## src/rtl/adaptive_filter_pkg.sv

```systemverilog
// Shared types and helpers for the adaptive filter datapath blocks.
package adaptive_filter_pkg;

    localparam int DATA_WIDTH_DEFAULT = 16;

    typedef enum logic {
        IDLE,
        STREAM
    } tdl_state_t;

    // Non-negative (a - b) mod n for a, b < n, without relying on overflow.
    function automatic int unsigned wrap_sub(input int unsigned a,
                                             input int unsigned b,
                                             input int unsigned n);
        if (a >= b) begin
            return a - b;
        end
        return a + n - b;
    endfunction

endpackage

```

## src/rtl/tap_regfile.sv

```systemverilog
// Sample history storage: one synchronous write port, one combinational
// read port and a synchronous clear.
module tap_regfile
    import adaptive_filter_pkg::*;
#(
    parameter int DATA_WIDTH = DATA_WIDTH_DEFAULT,
    parameter int DEPTH      = 8,
    parameter int AW         = $clog2(DEPTH)
) (
    input  logic                  clock,
    input  logic                  clear,
    input  logic                  we,
    input  logic [AW-1:0]         waddr,
    input  logic [DATA_WIDTH-1:0] wdata,
    input  logic [AW-1:0]         raddr,
    output logic [DATA_WIDTH-1:0] rdata
);

    logic [DATA_WIDTH-1:0] mem_q [DEPTH];

    // Clear wins over write so a flush on an accept cycle leaves no stale sample.
    always_ff @(posedge clock) begin
        if (clear) begin
            for (int i = 0; i < DEPTH; i++) begin
                mem_q[i] <= '0;
            end
        end else if (we) begin
            mem_q[waddr] <= wdata;
        end
    end

    assign rdata = mem_q[raddr];

endmodule

```

## src/rtl/tap_delay_line.sv

```systemverilog
// Circular sample delay line feeding the tap MAC: stores the last TAPS samples
// and streams them newest-first for every accepted input.
module tap_delay_line
    import adaptive_filter_pkg::*;
#(
    parameter int DATA_WIDTH = DATA_WIDTH_DEFAULT,
    parameter int TAPS       = 8,
    parameter int IW         = $clog2(TAPS)
) (
    input  logic                  clock,
    input  logic                  reset,
    input  logic                  enable,
    input  logic                  flush,
    input  logic                  in_valid,
    output logic                  in_ready,
    input  logic [DATA_WIDTH-1:0] in_data,
    output logic                  out_valid,
    input  logic                  out_ready,
    output logic [DATA_WIDTH-1:0] out_data,
    output logic [IW-1:0]         out_index,
    output logic                  out_last,
    output logic                  done,
    output logic                  primed
);

    localparam logic [IW:0]   TapsW  = (IW+1)'(TAPS);
    localparam logic [IW-1:0] TapsM1 = IW'(TAPS - 1);

    tdl_state_t state_q, state_d;
    logic [IW-1:0] wp_q, wp_d;
    logic [IW-1:0] k_q, k_d;
    logic [IW:0]   fill_q, fill_d;
    logic          done_q, done_d;
    logic          primed_q, primed_d;

    logic                  clearHistory;
    logic                  accept;
    logic                  transfer;
    logic [IW:0]           wpInc;
    logic [IW-1:0]         readAddr;
    logic [DATA_WIDTH-1:0] readData;

    assign clearHistory = !reset || flush;
    assign accept       = in_valid && in_ready;
    assign transfer     = out_valid && out_ready;
    assign wpInc        = {1'b0, wp_q} + (IW+1)'(1);
    assign readAddr     = IW'(wrap_sub(32'(wp_q), 32'(k_q), 32'(TAPS)));

    tap_regfile #(
        .DATA_WIDTH (DATA_WIDTH),
        .DEPTH      (TAPS),
        .AW         (IW)
    ) u_regfile (
        .clock (clock),
        .clear (clearHistory),
        .we    (accept),
        .waddr (wp_q),
        .wdata (in_data),
        .raddr (readAddr),
        .rdata (readData)
    );

    // Enable-low freeze is folded into the next-state logic, so only clear is special here.
    always_ff @(posedge clock) begin
        if (clearHistory) begin
            state_q  <= IDLE;
            wp_q     <= '0;
            k_q      <= '0;
            fill_q   <= '0;
            done_q   <= 1'b0;
            primed_q <= 1'b0;
        end else begin
            state_q  <= state_d;
            wp_q     <= wp_d;
            k_q      <= k_d;
            fill_q   <= fill_d;
            done_q   <= done_d;
            primed_q <= primed_d;
        end
    end

    always_comb begin
        state_d = state_q;
        wp_d    = wp_q;
        k_d     = k_q;
        fill_d  = fill_q;
        // A pending done survives a disabled cycle and is seen once enable returns.
        done_d  = enable ? 1'b0 : done_q;
        case (state_q)
            IDLE: begin
                if (accept) begin
                    state_d = STREAM;
                    k_d     = '0;
                    fill_d  = (fill_q == TapsW) ? fill_q : fill_q + (IW+1)'(1);
                end
            end
            STREAM: begin
                if (transfer) begin
                    if (k_q == TapsM1) begin
                        state_d = IDLE;
                        wp_d    = (wpInc == TapsW) ? '0 : wpInc[IW-1:0];
                        k_d     = '0;
                        done_d  = 1'b1;
                    end else begin
                        k_d = k_q + IW'(1);
                    end
                end
            end
            default: state_d = IDLE;
        endcase
        primed_d = (fill_d == TapsW);
    end

    // Outputs are masked to zero whenever no tap word is being offered.
    always_comb begin
        in_ready  = enable && reset && !flush && (state_q == IDLE);
        out_valid = enable && (state_q == STREAM);
        out_data  = out_valid ? readData : '0;
        out_index = out_valid ? k_q : '0;
        out_last  = out_valid && (k_q == TapsM1);
        done      = done_q && enable;
        primed    = primed_q;
    end

endmodule

```

## config.mk

```make
export PLATFORM = sky130hd
export DESIGN_NAME = tap_delay_line
export DESIGN_NICKNAME = d
export VERILOG_FILES = /design/src/rtl/adaptive_filter_pkg.sv /design/src/rtl/tap_regfile.sv /design/src/rtl/tap_delay_line.sv
export SDC_FILE = /design/constraint.sdc
export NUM_CORES = 1
export LEC_CHECK = 0
export BUFFER_PORTS_ARGS = -buffer_cell sky130_fd_sc_hd__buf_4
export CELL_PAD_IN_SITES_DETAIL_PLACEMENT = 1
export CELL_PAD_IN_SITES_GLOBAL_PLACEMENT = 1
export CORE_ASPECT_RATIO = 2
export CORE_MARGIN = 8
export CORE_UTILIZATION = 46
export DETAILED_ROUTE_END_ITERATION = 7
export GPL_ROUTABILITY_DRIVEN = 0
export PLACE_DENSITY = 0.82
export SYNTH_ARGS = -nofsm -noshare
export SYNTH_HDL_FRONTEND = slang
export SYNTH_SLANG_ARGS = --single-unit
```

## constraint.sdc

```tcl
create_clock -name clock -period 2.35 [get_ports clock]
set_input_delay 0 -clock clock [delete_from_list [all_inputs] [get_ports clock]]
set_output_delay 0 -clock clock [all_outputs]
set_load 0.02 [all_outputs]
```

==> results.toml, run 1 <==
[run_status]
outcome = "finished, violations left"
failed_checks = "negative setup slack"

[detailed_routing]
wl_per_cell_um = 22.2
viasPerCell = 5.47
route.vias.total = 4051
wl_mm = 16.4
route.detailed.drc = 0
drtPass1Iterations = 4
ant_nets = 0
initialDrtViolationCount = 247

[sta]
fin_crit_sh_pct = 117
worst_pin_slew_ns = 0.699
setup_ws_ns = -0.401
fmax_mhz = 364
clock_skew_ns = 0.0137
setup_viol = 16
slew_headroom_pct = 53.3
hold_violations = 0
slew_viol_final = 0
grt_setup_unrepaired = "yes"
period_minus_slack_ns = 2.75

[synth]
netlist_instances = 446
yosys_register_bits = 141
synth.top_cells.by_count = "129 x and2_1, 128 x edfxtp_1, 32 x mux4_2"
ys_types = 43
seq_area_frac_synth_pct = 60.8
yosysMostFrequentCell = "and2_1"
syn_area_per_cell_um2 = 15.1
yosys_warnings = 0
yosys.area.top_type = "edfxtp_1"
synth_edf_count = 128
synth_area_leaders = "edfxtp_1 57%, and2_1 12%, mux4_2 11%, dfxtp_1 3.9%, mux2i_1 3.0%"
syn-num-nets = 475
synth_top_area_share_pct = 57.0
synth_ff_type = "edfxtp_1"
synth_async_sr_flop_share_pct = 0
synth.cell_area_mm2 = 0.00675

[final_layout]
finalNonFillerCells = 740
antenna_cells = 0
final_area_mm2 = 0.00832
fin_nets = 564
area_growth_pct = 23.3
drive_gt1_share_pct = 29.9

[grt]
grt_pass1_vias = 4575
grt_util_met2_pct = 33.3
gr-total-overflow = 0
met3_usage_pct = 3.73
grt_max_degree = 21
antenna_found_initial = 0
grt_use_met1_pct = 19.1
grt_pass1_wl_mm = 25.6
grt_usage_pct = 18.5
gr-max-usage-layer = "met2"

[clocking]
cts_max_level = 4
cts_buffer_depth = 2
cts-root-buf = "clkbuf_16"
clk_latency_ns = 0.43
clkSlewWorstSetupHoldPaths_ns = 0.07
cts_tree = "yes"
cts_inserted_buffers = 17
clock-sinks = 141

[critical_path]
critical_path.max_fanout = 20
worstPathArrival_ns = 2.75
criticalPathCategory = "flop to output pin"
end_kind = "output pin"
required_ns = 2.35
startpoint_type = "flop"
r2r_slack_ns = 0.33

[hold_path]
hold_class = "input port to flop"

[place]
place_area_mm2 = 0.00746
placedCellCount = 685
hpwlAfterDp_mm = 10.5
io_buffers = 45
post-place-ws_ns = 0.00664

[die]
ios = 46
die-area_mm2 = 0.0190
die_w_um = 102
coreArea_mm2 = 0.0144
num_rows = 62
start_util_pct = 47.0
die_h_um = 187

[pwr]
power_density_mw_per_mm2 = 704
leakagePower_uw = 0.00320
totalPowerFinal_uw = 5860
max-vdd-ir-drop_mv = 0.540

[run]
drv_cap = 0
[layer usage]
layer	wire length, um	vias up
met1	6010	2090
met3	647	34
met2	9260	114
met4	479	0
li1	-	1813
met5	0	-
[metrics by stage]
step                      hold WS [ns]  TNS [ns]  utilization (%)
after floorplan                  0.160     -7.38                -
after global placement           0.326         0             52.0
after detailed placement         0.335         0             52.0
after CTS                        0.143     -6.27             57.9
after global routing             0.213     -7.48             58.0
final                            0.140     -5.75             58.0
[sequential cells by signal, summed over array words and instances (netlist names)]
register         flops
k_q                  3
primed               1
wp_q                 3
state_q              1
u_regfile.mem_q    128
fill_q               4
done_q               1
[cell families after synthesis]
group | Yosys count | synth area share, %
xor gates and xnor gates | 6 | 1.34
muxes | 52 | 13.6
adders and majority gates | 7 | 1.41
and+or+nand+nor | 200 | 19.0
AOI/OAI and AO/OA | 12 | 1.04
buffers and inverters | 28 | 2.74
DFF | 141 | 60.8
[what timing repair did]
| item | 4_1_cts | 5_1_grt |
|---|---|---|
| pin swaps | 1 | 1 |
| endpoints found under the setup margin | 16 | 16 |
| hold endpoints to repair | 133 | 0 |
| setup buffers | 1 | 1 |
| hold buffers | 20 | 0 |
| resized for setup | 8 | 1 |
| gates cloned | 1 | 0 |
[layout by cell type, fill, tap and decap left out, types with 2 or more instances in the layout]
cell type      netlist  layout
a21oi_1              6       6
and2_1             129     129
and3_2               3       3
buf_12               0       9
buf_4                2      62
clkbuf_16            0      19
dfxtp_1             13      11
dfxtp_2              0       2
dlygate4sd3_1        0      20
edfxtp_1           128     128
ha_1                 6       5
inv_1                6       4
inv_2                0       2
inv_4                0       4
inv_6                0       6
mux2i_1             20      18
mux2i_2              0       2
mux4_2              32      32
nand2_1              6       6
nand2b_1             8       8
nand3_1              5       5
nand4_1              2       2
nor2_1              28      28
nor2_4               3       3
nor3_4               4       4
o21ai_1              0       3
xnor2_1              3       3
[worst max-delay path, stage by stage (launching register included)]
cell and delay [ns]:
dfxtp_2 0.32, inv_2 0.07, ha_4 0.13, inv_2 0.04, fa_2 0.59, buf_12 0.22
mux4_2 0.53, mux2i_1 0.17, nor2_1 0.07, buf_4 0.17
[final timing paths]
path,startpoint,endpoint,depth (start not counted)
hold / removal,reset,wp_q[0]$_SDFFE_PP0P_,3
hold reg to reg,done_q$_SDFF_PP0_,done_q$_SDFF_PP0_,2
setup / recovery,wp_q[0]$_SDFFE_PP0P_,out_data[4],9
setup reg to reg,wp_q[2]$_SDFFE_PP0P_,u_regfile.mem_q[4][6]$_SDFFCE_PN0P_,4
[where the power goes]
part           switching [uW]  total [uW]  internal, uW
Sequential               32.2        2860          2830
Clock                    1100        2710          1600
Combinational             155         285           130
[layout make-up]
class	count	area (um2)
fill	1347	6030
sequential	141	4110
multi-input combinational	277	2480
timing repair buffer	92	873
clock buffer	19	475
tap	192	240
clock inverter	13	121
inverter	6	22.5
Note: power is estimated with default switching activity, not from simulation.
==> run 2, diff against run 1 <==
- CORE_UTILIZATION: 46 -> 30
- PLACE_DENSITY: 0.82 -> 0.59
==> run 2 against run 1 <==
  * The flow still finishes with violations (negative setup slack)
  * Worst hold slack worse by 0.066 ns
  * Maximum frequency shrank 0.24%
  * Die area grew 46%
  * Final cell count increased by 14%
  * Largest cell class unchanged
==> results.toml, run 2 (synthesized netlist as in run 1, its figures left out) <==
[grt]
grt_usage_pct = 13.4
grt_use_met1_pct = 13.0
gr-total-overflow = 0
grt_max_degree = 33
grt_pass1_vias = 4610
antenna_found_initial = 0
gr-max-usage-layer = "met2"
grt_pass1_wl_mm = 27.0
grt_util_met2_pct = 25.9
met3_usage_pct = 3.19

[clocking]
cts_tree = "yes"
clkSlewWorstSetupHoldPaths_ns = 0.06
cts_inserted_buffers = 17
clk_latency_ns = 0.43
clock-sinks = 141
cts-root-buf = "clkbuf_16"
cts_buffer_depth = 2
cts_max_level = 4

[hold_path]
whs_endpoint = "fill_q[0]$_SDFF_PP0_"
hold_class = "input port to flop"
min_from = "flush"
hold_path_depth = 5

[final_layout]
antenna_cells = 0
largest_register_ff_count = 128
fillers = 2222
drive_gt1_share_pct = 32.0
area_growth_pct = 27.5
final_area_mm2 = 0.00860
fin_nets = 582
top_register = "u_regfile.mem_q"
final_cell_mix = "129 x and2_1, 128 x edfxtp_1, 78 x buf_4"
top_regs = "u_regfile.mem_q: 128 flops, fill_q: 4 flops"
layout_commonest_cell = "and2_1"

[sta]
fmax_mhz = 363
clock_skew_ns = 0.00673
period_minus_slack_ns = 2.76
worst_pin_slew_ns = 0.700
slew_viol_final = 0
slew_headroom_pct = 53.3
hold_violations = 0
tns_ns = -5.53
grt_setup_unrepaired = "yes"
hold_ws_ns = 0.0741
setup_viol = 16
fin_crit_sh_pct = 117
setup_ws_ns = -0.408

[die]
die-area_mm2 = 0.0278
start_util_pct = 30.6
die_w_um = 122
ios = 46
die_h_um = 228
coreArea_mm2 = 0.0221
num_rows = 77

[critical_path]
critical_path.max_fanout = 12
timing.rr.end = "u_regfile.mem_q[2][10]$_SDFFCE_PN0P_"
required_ns = 2.35
slowest_delay_ns = 0.56
end_kind = "output pin"
crit_family = "multiplexers"
criticalPathCategory = "flop to output pin"
worstPathCellList = "inv_2 -> ha_4 -> inv_2 -> fa_2 -> buf_12 -> buf_4 -> mux4_2 -> mux2i_2 -> nor2_1 -> buf_4"
path_buf_inv = 5
slowest_stage = "fa_2"
r2r_cells = 11
r2r_slack_ns = 0.33
startpoint_type = "flop"
reg2reg_from = "wp_q[0]$_SDFFE_PP0P_"
worstPathArrival_ns = 2.76

[detailed_routing]
initialDrtViolationCount = 180
wl_per_cell_um = 20.8
viasPerCell = 4.73
route.vias.total = 3982
route.detailed.drc = 0
wl_mm = 17.5
drtPass1Iterations = 4
ant_nets = 0

[run]
drv_cap = 0

[pwr]
p_comb_share_pct = 4.8
power.switching_uw = 1260
p_clk_share_pct = 47.4
p_seq_share_pct = 47.8
swShare_pct = 21.0
intPower_uw = 4740
leakagePower_uw = 0.00328
power_density_mw_per_mm2 = 697
totalPowerFinal_uw = 5990
max-vdd-ir-drop_mv = 0.376

[place]
post-place-ws_ns = -0.0357
place_area_mm2 = 0.00764
io_buffers = 45
hpwlAfterDp_mm = 11.6

[run_status]
failed_checks = "negative setup slack"
outcome = "finished, violations left"
[run 2: cell types whose count changed in the layout (fill, tap and decap cells not counted), moves of 2 or more]
cell        delta
bufinv_16      +3
clkinvlp_4     +3
clkbuf_16      -2
buf_4         +16
inv_4          -4
inv_6          -5
clkinv_2       +2
clkinv_4       +2
[run 2: how the worst max path moves through the flow]
| stage | depth (start not counted) | end | startpoint | slack (ns) |
|---|---|---|---|---|
| final | 10 | out_data[1] | wp_q[0]$_SDFFE_PP0P_ | -0.41 |
| after global routing | 10 | out_data[4] | wp_q[0]$_SDFFE_PP0P_ | -0.52 |
| after CTS | 10 | out_data[4] | wp_q[0]$_SDFFE_PP0P_ | -0.45 |
| after detailed placement | 10 | out_data[4] | wp_q[0]$_SDFFE_PP0P_ | -0.04 |
| after global placement | 9 | out_data[2] | wp_q[0]$_SDFFE_PP0P_ | 0.008 |
| after floorplan | 4 | u_regfile.mem_q[6][0]$_SDFFCE_PN0P_ | state_q$_SDFF_PP0_ | -0.15 |
[run 2: what timing repair did]
action | in CTS | in global routing
hold endpoints to repair | 134 | 0
pin swaps | 1 | 3
resized for setup | 13 | 0
cloned | 1 | 0
buffers inserted | 8 | 2
hold buffers | 20 | 0
endpoints found under the setup margin | 16 | 16
[run 2: tightest hold or removal path: stages]
cell       delay [ns]
buf_4            0.09
nor2b_2          0.08
o2111ai_1        0.12
xnor2_1          0.09
nor2_1           0.08
[run 2: power groups by stage]
stage	registers [uW]	clock network, uW	logic [uW]
6_report	2860	2840	288
5_1_grt	2870	2990	311
4_1_cts	2870	2910	296
3_5_place_dp	2920	0	265
3_3_place_gp	2910	0	262
2_1_floorplan	2900	0	129
[run 2: final cells by class]
cell class / instances / area (um2) / share of cell area [%]
Sequential cell: 141 / 4110 / 47.7
Multi-Input combinational cell: 277 / 2480 / 28.8
Timing Repair Buffer: 110 / 1020 / 11.9
Clock buffer: 17 / 425 / 4.95
Tap cell: 276 / 345 / 4.02
Clock inverter: 15 / 196 / 2.28
Inverter: 6 / 22.5 / 0.262
[run 2: layer usage]
metal  vias up  wire length, um
met4         0              322
met2        63            10300
met1      2048             6330
met5         -                0
li1       1848                -
met3        23              527
[run 2: stage by stage]
| stage | utilization [%] | std cells |
|---|---|---|
| floorplan | - | 446 |
| global placement | 34.6 | 779 |
| detailed placement | 34.6 | 779 |
| CTS | 38.9 | 840 |
| global route | 39.0 | 842 |
| finish | 39.0 | 842 |
